[src/rtl/exec_control_fsm_pkg.sv]
// Shared definitions for the multicycle control unit and the execute-cycle
// datapath: state encoding, opcode map, ALU select codes and the control word
// that the decode table produces.
package exec_control_fsm_pkg;

  // State encoding.
  localparam logic [2:0] ST_FETCH  = 3'd0;
  localparam logic [2:0] ST_DECODE = 3'd1;
  localparam logic [2:0] ST_EXEC   = 3'd2;
  localparam logic [2:0] ST_BRANCH = 3'd3;
  localparam logic [2:0] ST_MEM    = 3'd4;
  localparam logic [2:0] ST_WB     = 3'd5;
  localparam logic [2:0] ST_HALTED = 3'd6;

  typedef enum logic [2:0] {
    S_FETCH  = ST_FETCH,
    S_DECODE = ST_DECODE,
    S_EXEC   = ST_EXEC,
    S_BRANCH = ST_BRANCH,
    S_MEM    = ST_MEM,
    S_WB     = ST_WB,
    S_HALTED = ST_HALTED
  } state_t;

  // Opcode map (instr[15:12]).
  localparam logic [3:0] OP_ADD  = 4'h0;
  localparam logic [3:0] OP_SUB  = 4'h1;
  localparam logic [3:0] OP_ADDI = 4'h2;
  localparam logic [3:0] OP_LW   = 4'h3;
  localparam logic [3:0] OP_SW   = 4'h4;
  localparam logic [3:0] OP_BEQ  = 4'h5;
  localparam logic [3:0] OP_BGT  = 4'h6;
  localparam logic [3:0] OP_HALT = 4'hF;

  // ALU operand / operation selects.
  localparam logic       ALUIN1_PC     = 1'b0;
  localparam logic       ALUIN1_A      = 1'b1;
  localparam logic [1:0] ALUIN2_B      = 2'd0;
  localparam logic [1:0] ALUIN2_TWO    = 2'd1;
  localparam logic [1:0] ALUIN2_IMM    = 2'd2;
  localparam logic [1:0] ALUIN2_IMM_SH = 2'd3;
  localparam logic       ALUOP_ADD     = 1'b0;
  localparam logic       ALUOP_SUB     = 1'b1;

  // One cycle's worth of datapath control.
  typedef struct packed {
    logic       aluop;
    logic       aluin1;
    logic [1:0] aluin2;
    logic       pc_write;
    logic       pc_src;
    logic       ir_write;
    logic       mem_read;
    logic       mem_write;
    logic       iord;
    logic       reg_write;
    logic       memtoreg;
    logic       halted;
    logic       illegal;
  } ctrl_t;

  function automatic logic is_legal(input logic [3:0] op);
    case (op)
      OP_ADD, OP_SUB, OP_ADDI, OP_LW, OP_SW,
      OP_BEQ, OP_BGT, OP_HALT: is_legal = 1'b1;
      default:                 is_legal = 1'b0;
    endcase
  endfunction

endpackage

[src/rtl/exec_control_fsm_if.sv]
// Bundle between the control unit and the execute-cycle datapath.
//  opcode/zero/pos/mem_ready : datapath -> control
//  aluop/aluin1/aluin2       : ALU operation and operand selects
//  pc_write/pc_src/ir_write  : program counter and IR load enables
//  mem_read/mem_write/iord   : memory strobes and address select
//  reg_write/memtoreg        : register-file write and source select
//  halted/illegal            : status
//
// Memory handshake: mem_read or mem_write is a request that stays high,
// unchanged, until the first cycle in which mem_ready is high; that cycle
// completes the access. mem_ready in a cycle with no request means nothing.
interface exec_control_fsm_if #(
  parameter int OPW = 4
);
  logic [OPW-1:0] opcode;
  logic           zero;
  logic           pos;
  logic           mem_ready;
  logic           aluop;
  logic           aluin1;
  logic [1:0]     aluin2;
  logic           pc_write;
  logic           pc_src;
  logic           ir_write;
  logic           mem_read;
  logic           mem_write;
  logic           iord;
  logic           reg_write;
  logic           memtoreg;
  logic           halted;
  logic           illegal;

  modport master (
    input  opcode, zero, pos, mem_ready,
    output aluop, aluin1, aluin2, pc_write, pc_src, ir_write,
           mem_read, mem_write, iord, reg_write, memtoreg, halted, illegal
  );

  modport slave (
    output opcode, zero, pos, mem_ready,
    input  aluop, aluin1, aluin2, pc_write, pc_src, ir_write,
           mem_read, mem_write, iord, reg_write, memtoreg, halted, illegal
  );
endinterface

[src/rtl/exec_ctrl_decode.sv]
// Combinational control table: state + opcode -> control word.
//  state   : current FSM state
//  op      : opcode in effect (live in DECODE, latched afterwards)
//  mem_go  : memory access completes this cycle
//  zero/pos: registered ALU flags, meaningful in BRANCH
//  ctrl    : control word for this cycle
module exec_ctrl_decode
  import exec_control_fsm_pkg::*;
(
  input  state_t     state,
  input  logic [3:0] op,
  input  logic       mem_go,
  input  logic       zero,
  input  logic       pos,
  output ctrl_t      ctrl
);

  logic taken;

  assign taken = (op == OP_BEQ) ? zero : pos;

  always_comb begin
    ctrl = '0;
    unique case (state)
      S_FETCH: begin
        // pc+2 is computed while the instruction is read; both loads wait
        // for the access to complete.
        ctrl.mem_read = 1'b1;
        ctrl.iord     = 1'b0;
        ctrl.aluin1   = ALUIN1_PC;
        ctrl.aluin2   = ALUIN2_TWO;
        ctrl.aluop    = ALUOP_ADD;
        ctrl.ir_write = mem_go;
        ctrl.pc_write = mem_go;
        ctrl.pc_src   = 1'b0;
      end
      S_DECODE: begin
        // Branch target pc + (imm<<1) goes into the target register.
        ctrl.aluin1  = ALUIN1_PC;
        ctrl.aluin2  = ALUIN2_IMM_SH;
        ctrl.aluop   = ALUOP_ADD;
        ctrl.illegal = !is_legal(op);
      end
      S_EXEC, S_BRANCH, S_MEM, S_WB: begin
        // The execute selects are held through MEM/WB so aluout (the memory
        // address or the writeback value) stays stable across wait cycles.
        case (op)
          OP_ADD, OP_SUB: begin
            ctrl.aluin1 = ALUIN1_A;
            ctrl.aluin2 = ALUIN2_B;
            ctrl.aluop  = op[0];
          end
          OP_ADDI, OP_LW, OP_SW: begin
            ctrl.aluin1 = ALUIN1_A;
            ctrl.aluin2 = ALUIN2_IMM;
            ctrl.aluop  = ALUOP_ADD;
          end
          OP_BEQ, OP_BGT: begin
            ctrl.aluin1 = ALUIN1_A;
            ctrl.aluin2 = ALUIN2_B;
            ctrl.aluop  = ALUOP_SUB;
          end
          default: begin
            ctrl.aluin1 = ALUIN1_PC;
            ctrl.aluin2 = ALUIN2_B;
            ctrl.aluop  = ALUOP_ADD;
          end
        endcase
        if (state == S_BRANCH) begin
          ctrl.pc_write = taken;
          ctrl.pc_src   = taken;
        end
        if (state == S_MEM) begin
          ctrl.iord      = 1'b1;
          ctrl.mem_read  = (op == OP_LW);
          ctrl.mem_write = (op == OP_SW);
        end
        if (state == S_WB) begin
          ctrl.reg_write = 1'b1;
          ctrl.memtoreg  = (op == OP_LW);
        end
      end
      S_HALTED: begin
        ctrl.halted = 1'b1;
      end
      default: ctrl = '0;
    endcase
  end

endmodule

[src/rtl/exec_control_fsm.sv]
// Multicycle control unit: sequences FETCH / DECODE / EXEC / BRANCH / MEM /
// WB and the absorbing HALTED state, driving all datapath selects and enables.
//  clk       : rising-edge clock
//  rst       : synchronous reset, active low
//  bus       : control/datapath bundle (master side)
//  dbg_state : current FSM state
module exec_control_fsm
  import exec_control_fsm_pkg::*;
#(
  parameter int OPW      = 4,
  parameter int MEM_WAIT = 1
) (
  input  logic                      clk,
  input  logic                      rst,
  exec_control_fsm_if.master        bus,
  output state_t                    dbg_state
);

  state_t         state_q;
  state_t         state_d;
  logic [3:0]     op_q;
  logic [3:0]     op_eff;
  logic [OPW-1:0] opcode_in;
  logic           mem_go;
  ctrl_t          ctrl;
  ctrl_t          ctrl_o;

  assign opcode_in = bus.opcode;

  // With MEM_WAIT=0 every access is treated as completing in one cycle.
  assign mem_go = bus.mem_ready || (MEM_WAIT == 0);

  // The IR is only valid from DECODE on; the opcode is captured there and
  // used from the latch in all later states.
  assign op_eff = (state_q == S_DECODE) ? 4'(opcode_in) : op_q;

  always_ff @(posedge clk) begin
    if (!rst) begin
      state_q <= S_FETCH;
      op_q    <= '0;
    end else begin
      state_q <= state_d;
      if (state_q == S_DECODE) begin
        op_q <= 4'(opcode_in);
      end
    end
  end

  always_comb begin
    state_d = state_q;
    unique case (state_q)
      S_FETCH: begin
        if (mem_go) state_d = S_DECODE;
      end
      S_DECODE: begin
        if (op_eff == OP_HALT)      state_d = S_HALTED;
        else if (!is_legal(op_eff)) state_d = S_FETCH;  // executes as a NOP
        else                        state_d = S_EXEC;
      end
      S_EXEC: begin
        case (op_eff)
          OP_LW, OP_SW:   state_d = S_MEM;
          OP_BEQ, OP_BGT: state_d = S_BRANCH;
          default:        state_d = S_WB;
        endcase
      end
      S_BRANCH: state_d = S_FETCH;
      S_MEM: begin
        if (mem_go) state_d = (op_eff == OP_LW) ? S_WB : S_FETCH;
      end
      S_WB:     state_d = S_FETCH;
      S_HALTED: state_d = S_HALTED;
      default:  state_d = S_FETCH;
    endcase
  end

  exec_ctrl_decode u_decode (
    .state  (state_q),
    .op     (op_eff),
    .mem_go (mem_go),
    .zero   (bus.zero),
    .pos    (bus.pos),
    .ctrl   (ctrl)
  );

  // While reset is held every output is quiet, so no enable can fire in the
  // same cycle the reset is applied.
  assign ctrl_o = rst ? ctrl : '0;

  assign bus.aluop     = ctrl_o.aluop;
  assign bus.aluin1    = ctrl_o.aluin1;
  assign bus.aluin2    = ctrl_o.aluin2;
  assign bus.pc_write  = ctrl_o.pc_write;
  assign bus.pc_src    = ctrl_o.pc_src;
  assign bus.ir_write  = ctrl_o.ir_write;
  assign bus.mem_read  = ctrl_o.mem_read;
  assign bus.mem_write = ctrl_o.mem_write;
  assign bus.iord      = ctrl_o.iord;
  assign bus.reg_write = ctrl_o.reg_write;
  assign bus.memtoreg  = ctrl_o.memtoreg;
  assign bus.halted    = ctrl_o.halted;
  assign bus.illegal   = ctrl_o.illegal;

  assign dbg_state = state_q;

endmodule

[src/flat_wrapper.sv]
// flat-port wrapper written by rule: the top's interface ports become plain ports
module exec_control_fsm_flat import exec_control_fsm_pkg::*;
#(
  parameter int OPW      = 4,
  parameter int MEM_WAIT = 1
)
  (clk, rst, dbg_state, bus_opcode, bus_zero, bus_pos, bus_mem_ready, bus_aluop, bus_aluin1, bus_aluin2, bus_pc_write, bus_pc_src, bus_ir_write, bus_mem_read, bus_mem_write, bus_iord, bus_reg_write, bus_memtoreg, bus_halted, bus_illegal);
  exec_control_fsm_if #(.OPW(OPW)) bus_i ();
  input  logic clk;
  input  logic rst;
  output state_t dbg_state;
  input wire logic [$bits(bus_i.opcode)-1:0] bus_opcode;
  input wire logic [$bits(bus_i.zero)-1:0] bus_zero;
  input wire logic [$bits(bus_i.pos)-1:0] bus_pos;
  input wire logic [$bits(bus_i.mem_ready)-1:0] bus_mem_ready;
  output wire logic [$bits(bus_i.aluop)-1:0] bus_aluop;
  output wire logic [$bits(bus_i.aluin1)-1:0] bus_aluin1;
  output wire logic [$bits(bus_i.aluin2)-1:0] bus_aluin2;
  output wire logic [$bits(bus_i.pc_write)-1:0] bus_pc_write;
  output wire logic [$bits(bus_i.pc_src)-1:0] bus_pc_src;
  output wire logic [$bits(bus_i.ir_write)-1:0] bus_ir_write;
  output wire logic [$bits(bus_i.mem_read)-1:0] bus_mem_read;
  output wire logic [$bits(bus_i.mem_write)-1:0] bus_mem_write;
  output wire logic [$bits(bus_i.iord)-1:0] bus_iord;
  output wire logic [$bits(bus_i.reg_write)-1:0] bus_reg_write;
  output wire logic [$bits(bus_i.memtoreg)-1:0] bus_memtoreg;
  output wire logic [$bits(bus_i.halted)-1:0] bus_halted;
  output wire logic [$bits(bus_i.illegal)-1:0] bus_illegal;
  assign bus_i.opcode = bus_opcode;
  assign bus_i.zero = bus_zero;
  assign bus_i.pos = bus_pos;
  assign bus_i.mem_ready = bus_mem_ready;
  assign bus_aluop = bus_i.aluop;
  assign bus_aluin1 = bus_i.aluin1;
  assign bus_aluin2 = bus_i.aluin2;
  assign bus_pc_write = bus_i.pc_write;
  assign bus_pc_src = bus_i.pc_src;
  assign bus_ir_write = bus_i.ir_write;
  assign bus_mem_read = bus_i.mem_read;
  assign bus_mem_write = bus_i.mem_write;
  assign bus_iord = bus_i.iord;
  assign bus_reg_write = bus_i.reg_write;
  assign bus_memtoreg = bus_i.memtoreg;
  assign bus_halted = bus_i.halted;
  assign bus_illegal = bus_i.illegal;
  exec_control_fsm #(.OPW(OPW), .MEM_WAIT(MEM_WAIT)) u_core (.clk(clk), .rst(rst), .bus(bus_i), .dbg_state(dbg_state));
endmodule
[config.mk]
export PLATFORM = sky130hd
export DESIGN_NAME = exec_control_fsm_flat
export DESIGN_NICKNAME = d
export VERILOG_FILES = /design/src/rtl/exec_control_fsm_pkg.sv /design/src/rtl/exec_control_fsm_if.sv /design/src/rtl/exec_ctrl_decode.sv /design/src/rtl/exec_control_fsm.sv /design/src/flat_wrapper.sv
export SDC_FILE = /design/constraint.sdc
export NUM_CORES = 1
export LEC_CHECK = 0
export ABC_CLOCK_PERIOD_IN_PS = 3000
export CAP_MARGIN = 30
export CORE_MARGIN = 8
export CORE_UTILIZATION = 27
export DETAILED_ROUTE_END_ITERATION = 8
export SYNTH_ARGS = -nofsm -noshare
export SYNTH_HDL_FRONTEND = slang
export SYNTH_SLANG_ARGS = --single-unit
[constraint.sdc]
create_clock -name clk -period 3 [get_ports clk]
set_input_delay 0.6 -clock clk [delete_from_list [all_inputs] [get_ports clk]]
set_output_delay 0.6 -clock clk [all_outputs]
set_load 0.02 [all_outputs]
==> flow_metrics.tcl <==
set metrics [dict create \
    status "finished clean" \
    initial_core_util 0.281 \
    diodes 0 \
    startpoint_type "input port" \
    share_seq_of_total_power 0.351 \
    wire_per_inst_um 13.7 \
    powerDensity_mw_per_mm2 286 \
    clk_pin_slew_worst_paths_ns 0.05 \
    p_int_mw 0.210 \
    synth_fp_nets 99 \
    yosysMostFrequentCell "nor2_1" \
    ys_warn_count 0 \
    multi_input_area_um2 499 \
    cp_slowest_cell "clkdlybuf4s50_1" \
    yosysTopAreaCell "dfxtp_1" \
    drc 0 \
    cp_max_fo 4 \
    synth_common_cells "9 x nor2_1, 8 x a21oi_1, 8 x nand2_1, 7 x dfxtp_1, 7 x nand2b_1" \
    min_path_cells 2 \
    die_area_mm2 0.00440 \
    regToRegStartpoint "u_core.dbg_state[0]" \
    die_h_um 66.3 \
    regArea_um2 140 \
    synth_seq_area_share 0.205 \
    vias 781 \
    hold_buffers 0 \
    clock_power_share 0.281 \
    viasPerCell 4.91 \
    antenna_found_initial 0 \
    insertion_delay_ns 0.25 \
    ys.flop_type "dfxtp_1" \
    min_to "u_core.op_q[2]" \
    post-route-min-period_ns 2.91 \
    rr_worst_depth 5 \
    grt_pass1_vias 775 \
    synthTopCellsByArea "dfxtp_1 20%, nand2b_1 6.4%, a21oi_1 5.9%" \
    final-hold-violation-count 0 \
    drive_above_1_share 0.194 \
    die_w_um 66.3 \
    ir_drop_v 0.000142 \
    grt_max_degree 14 \
    synth_area_um2 684 \
    ys_seq_elements 7 \
    timing.rr.end "u_core.dbg_state[0]" \
    grt_overflow 0 \
    ios 26 \
    fin_crit_sh 0.969 \
    synthDominantCellAreaShare 0.205 \
    tightest_slew_ns 0.401 \
    drt_iter0_drc 36 \
    endpoint_kind "output port" \
    area_growth_pct 59.0 \
    drtPass1Iterations 4 \
    drv_slew 0 \
    nFillCells 258 \
    clockBufferDepth 2 \
    drtAntennaViolNets 0 \
    clkSinkCount 7 \
    finalWirelength_um 2180 \
    rows 18 \
    cp.arrival_ns 2.31 \
    cts-root-buf "clkbuf_4" \
    core_mm2 0.00243 \
    p_total_mw 0.311 \
    grt_usage 0.102 \
    crit_type "input port to output port" \
    cpMostUsedCell "clkdlybuf4s50_1" \
    swShare 0.324 \
    post-dp-hpwl_um 1810 \
    fin_cells 159 \
    pre_cts_slack_ns -0.0603 \
    path_cells "clkdlybuf4s50_1 > nand2b_1 > nor4b_1 > buf_4 > clkdlybuf4s50_1" \
    synthArstFlopShare 0 \
    cts_tree "yes" \
    final_nets 139 \
    slew-limit-headroom 0.728 \
    synth_cell_types 31 \
    combinationalPowerShare 0.368 \
    synth_cells 90 \
    layout_setup_ws_ns 0.0926 \
    port_buffers 25 \
    synth_edf_count 0 \
    place_congestion 0.786 \
    rsz0062_at_grt "false" \
    numCtsBuffers 3 \
    postCtsSetupRepairBufs 0 \
    setup_viol 0 \
    final.setup.tns_ns 0 \
    min_path_type "flip-flop to flip-flop" \
    grt_pass1_wl_um 3530 \
    cp.required_ns 2.40 \
    p_leak_nw 0.481 \
    hp-start "u_core.op_q[2]" \
    avgSynthCellArea_um2 7.60 \
    crit_path_max_incr_delay_ns 0.59 \
    power.switching_mw 0.101 \
    dp.cells 155 \
    finish.utilization 0.448 \
    finalClockSkew_ns 0.00135 \
    h-tree-depth 1 \
    max_freq_mhz 344 \
    cap_violations 0 \
    regToRegSetupSlack_ns 1.36 \
]
==> layer usage <==
metal,vias up,global-route usage,wire length (µm)
met2,14,0.169,1070
met3,0,0.0441,145
li1,402,-,-
met1,365,0.114,968
met4,0,0.0320,0
met5,-,0,0
==> critical path, delay by kind of cell <==
| kind | cells | cell delay [ns] |
|---|---|---|
| buf+inv | 3 | 1.23 |
| simple gates | 2 | 0.47 |
==> per-stage QoR <==
stage	hold WS, ns	cell area (µm²)
finish	0.575	1090
global route	0.607	1090
CTS	0.567	1080
detailed placement	0.556	1060
global placement	0.549	1060
floorplan	0.505	684
==> flip-flops by register name, summed over array words and instances, names as in the netlist <==
signal	count
u_core.op_q	4
u_core.dbg_state	3
==> worst max path at each step <==
stage,cells past startpoint,slack [ns],startpoint,to
finish,5,0.09,rst,bus_ir_write
global route,6,0.01,u_core.dbg_state[0],bus_aluin1
CTS,7,0.02,bus_opcode[3],bus_mem_read
detailed placement,6,-0.06,bus_opcode[2],bus_pc_write
global placement,6,-0.05,bus_opcode[2],bus_pc_write
floorplan,3,0.52,rst,bus_pc_write
==> kinds of logic after synthesis <==
family	synth area share
buf+inv	0.0658
mux	0.0530
xor+xnor	0.0256
compound gates	0.218
simple gates	0.433
flops	0.205
==> repair_timing <==
item | 4_1_cts | 5_1_grt
hold endpoints to repair | 0 | 0
gates resized for setup | 3 | 3
endpoints found under the setup margin | 3 | 3
==> cell usage in the layout, fill, tap and decap left out <==
master            n
a211o_1           2
a21boi_1          2
a21o_1            2
a21oi_1           8
a21oi_2           1
a221o_1           1
a221oi_2          1
a22oi_1           1
and2_1            1
and3_1            2
buf_4            17
clkbuf_1          1
clkbuf_4          3
clkdlybuf4s50_1  19
dfxtp_1           7
dlygate4sd2_1     3
dlymetal6s2s_1    3
inv_1             1
mux2i_2           1
mux2i_4           1
nand2_1           8
nand2b_1          7
nand3_1           4
nand3b_1          5
nand4_1           2
nor2_1            9
nor2b_1           3
nor3_1            1
nor3b_1           3
nor3b_4           1
nor4b_1           1
o21ai_0           2
o311a_1           1
or3b_1            3
xor2_1            2
==> power groups by stage <==
stage	Combinational (mW)	Clock [mW]	Sequential, mW
2_1_floorplan	0.0625	0	0.107
3_3_place_gp	0.115	0	0.111
3_5_place_dp	0.116	0	0.111
4_1_cts	0.115	0.0893	0.109
5_1_grt	0.123	0.0941	0.110
6_report	0.114	0.0875	0.109
==> area by class of cell <==
cell class,count,area share
well taps,30,0.0345
repair buffers,42,0.351
flip-flops and latches,7,0.129
multi-input cells,75,0.459
clock buffers,4,0.0241
inverters,1,0.00345
Note: power is estimated with default switching activity, not from simulation.
==> RTL change (same flow settings) <==
`OPW` is set to 4 in 3 places; all go to 2.
--- a/src/rtl/exec_control_fsm_if.sv
+++ b/src/rtl/exec_control_fsm_if.sv
@@ -12,3 +12,3 @@
 interface exec_control_fsm_if #(
-  parameter int OPW = 4
+  parameter int OPW = 2
 );
--- a/src/rtl/exec_control_fsm.sv
+++ b/src/rtl/exec_control_fsm.sv
@@ -9,3 +9,3 @@
 #(
-  parameter int OPW      = 4,
+  parameter int OPW      = 2,
   parameter int MEM_WAIT = 1
--- a/src/flat_wrapper.sv
+++ b/src/flat_wrapper.sv
@@ -3,3 +3,3 @@
 #(
-  parameter int OPW      = 4,
+  parameter int OPW      = 2,
   parameter int MEM_WAIT = 1
Interface: changed (resized bus_opcode); port bits go from 26 to 24. No check against the original RTL was run, so the function may have changed too.
==> RTL change against the original RTL <==
Critical path depth did not move; total power fell by 12%; wire length fell by 28%; synthesized area fell by 17%; design area fell by 21%; register-to-register slack improved by 220 ps; worst setup slack improved by 56 ps; sequential cell count did not move.
==> RTL change: results (changes against the original RTL) <==
STA
  – Min Hold Slack: 553 ps (was 575 ps)
  – Final clock skew: 3.79 ps (was 1.35 ps)

Power and ir drop
  – Maximum VDD drop: 290 uV (was 142 uV)
  – Static leakage power: 0.339 nW (was 0.481 nW)

Placement
  – Dpl cells: 121 (was 155)
  – Count of input and output buffers: 22 (was 25)
  – Place WS: -31.8 ps (was -60.3 ps)
  – Sum of net half-perimeters after detailed placement: 1250 um (was 1810 um)
  – Gp weighted congestion: 0.772 (was 0.786)
  – Post-Place Cell Area: 827 um^2 (was 1060 um^2)

Yosys
  – Sequential element share of the synthesized area: 24.7% (was 20.5%)
  – Total nets after synthesis: 79 (was 99)
  – Largest cells by area after synthesis: dfxtp_1 (25%), nor2b_1 (7.7%), mux2i_1 (5.3%) (was dfxtp_1 (20%), nand2b_1 (6.4%), a21oi_1 (5.9%))
  – Avg Synthesized Cell Area: 7.89 um^2 (was 7.60 um^2)
  – Post-synthesis cell type count: 32 (was 31)
  – Total number of yosys warnings: 0 (unchanged)
  – Most common library cells after synthesis: dfxtp_1 (7), nor2_1 (7), nor2b_1 (7) (was nor2_1 (9), a21oi_1 (8), nand2_1 (8))

Routing
  – First drt pass iteration count: 3 (was 4)
  – DR iter-0 viols: 1 (was 36)
  – Routed wire length: 1560 um (was 2180 um)
  – Total number of vias: 581 (was 781)

Worst hold path
  – Hold/Removal Path Class: reg -> reg (unchanged)
  – Worst hold endpoint: u_core.op_q[3] (was u_core.op_q[2])
  – Number of stages on the worst hold path: 1 (was 2)
  – Worst Hold Launch: u_core.op_q[3] (was u_core.op_q[2])

Setup path
  – Worst reg-to-reg setup slack: 1580 ps (was 1360 ps)
  – Reg2reg end: u_core.dbg_state[1] (was u_core.dbg_state[0])
  – Arrival time at the worst endpoint: 2250 ps (was 2310 ps)
  – Beginning of the worst register-to-register path: u_core.op_q[2] (was u_core.dbg_state[0])
  – Crit Path Max Fanout: 5 (was 4)
  – Worst Reg2Reg Path Length in Cells: 4 (was 5)

Global routing
  – Maximum number of pins on one net before global-route repair: 15 (was 14)
  – Global-route total usage across every layer: 8.80% (was 10.2%)
  – First-pass GRT wire length: 2540 um (was 3530 um)
  – Number of antenna violations at the first check in global routing: 0 (unchanged)
  – Via count of the first global-routing pass: 592 (was 775)

Cells and area
  – Filler cells: 212 (was 258)
  – Fin cells: 125 (was 159)
  – Top register by number of flip-flops: u_core.op_q (unchanged)
  – Fraction of layout instances using a drive strength above 1: 13.3% (was 19.4%)
  – Antenna cells: 0 (unchanged)
  – Final layout net count: 106 (was 139)

Clocking
  – Maximum buffer depth of the clock tree: 2 (unchanged)
  – Clock root buffer: clkbuf_4 (unchanged)
  – Clock H-tree levels: 1 (unchanged)
  – Clock latency reported for the late side of the worst-skew pair: 250 ps (about the same)
  – CTS-repair resized insts: 2 (was 3)

Die
  – Floorplan row count: 16 (was 18)

Run status
  – Status: finished clean (unchanged)
[RTL change: cells by family after synthesis]
group | share of synthesized area, %
AND/OR/NAND/NOR | 36.8
buffers and inverters | 10.4
flip-flops | 24.7
AO/OA/AOI/OAI | 16.1
multiplexers | 9.91
other | 0.660
XOR/XNOR | 1.54
[RTL change: how the worst max path moves through the flow]
| stage | startpoint | cells after the start | slack (ps) | endpoint |
|---|---|---|---|---|
| 3_5_place_dp | bus_opcode[1] | 6 | -30 | bus_aluin2[1] |
| 3_3_place_gp | bus_opcode[1] | 6 | 5 | bus_aluin2[1] |
| 5_1_grt | rst | 5 | 3 | bus_pc_write |
| 2_1_floorplan | u_core.dbg_state[1] | 6 | 710 | bus_pc_write |
| 4_1_cts | rst | 5 | 120 | bus_aluop |
| 6_report | rst | 5 | 150 | bus_aluop |
[RTL change: routing by layer]
| metal | wire (um) | vias to the layer above | global-route usage, % |
|---|---|---|---|
| met3 | 167 | 0 | 5.56 |
| met2 | 732 | 23 | 14.8 |
| met4 | 0 | 0 | 0.974 |
| li1 | - | 304 | - |
| met1 | 659 | 254 | 9.39 |
| met5 | 0 | - | 0 |
[RTL change: report_power, final]
group	switching (mW)	total, mW	leakage, nW	internal (mW)
clock	0.0311	0.0816	0.0150	0.0505
sequential	0.00570	0.103	0.0570	0.0975
combinational	0.0436	0.0888	0.267	0.0452
[RTL change: critical path, stage by stage]
cell and delay [ps]:
clkdlybuf4s50_1 550, buf_4 150, o2111a_1 200, nor2b_1 130, clkdlybuf4s50_1 620
[RTL change: cell type report]
type	count	area [um^2]	share of cell area, %
clock buffers	4	26.3	3.07
inverters	3	11.3	1.32
multi-input cells	55	372	43.5
flip-flops and latches	7	140	16.4
well taps	27	33.8	3.95
repair buffers	29	272	31.8
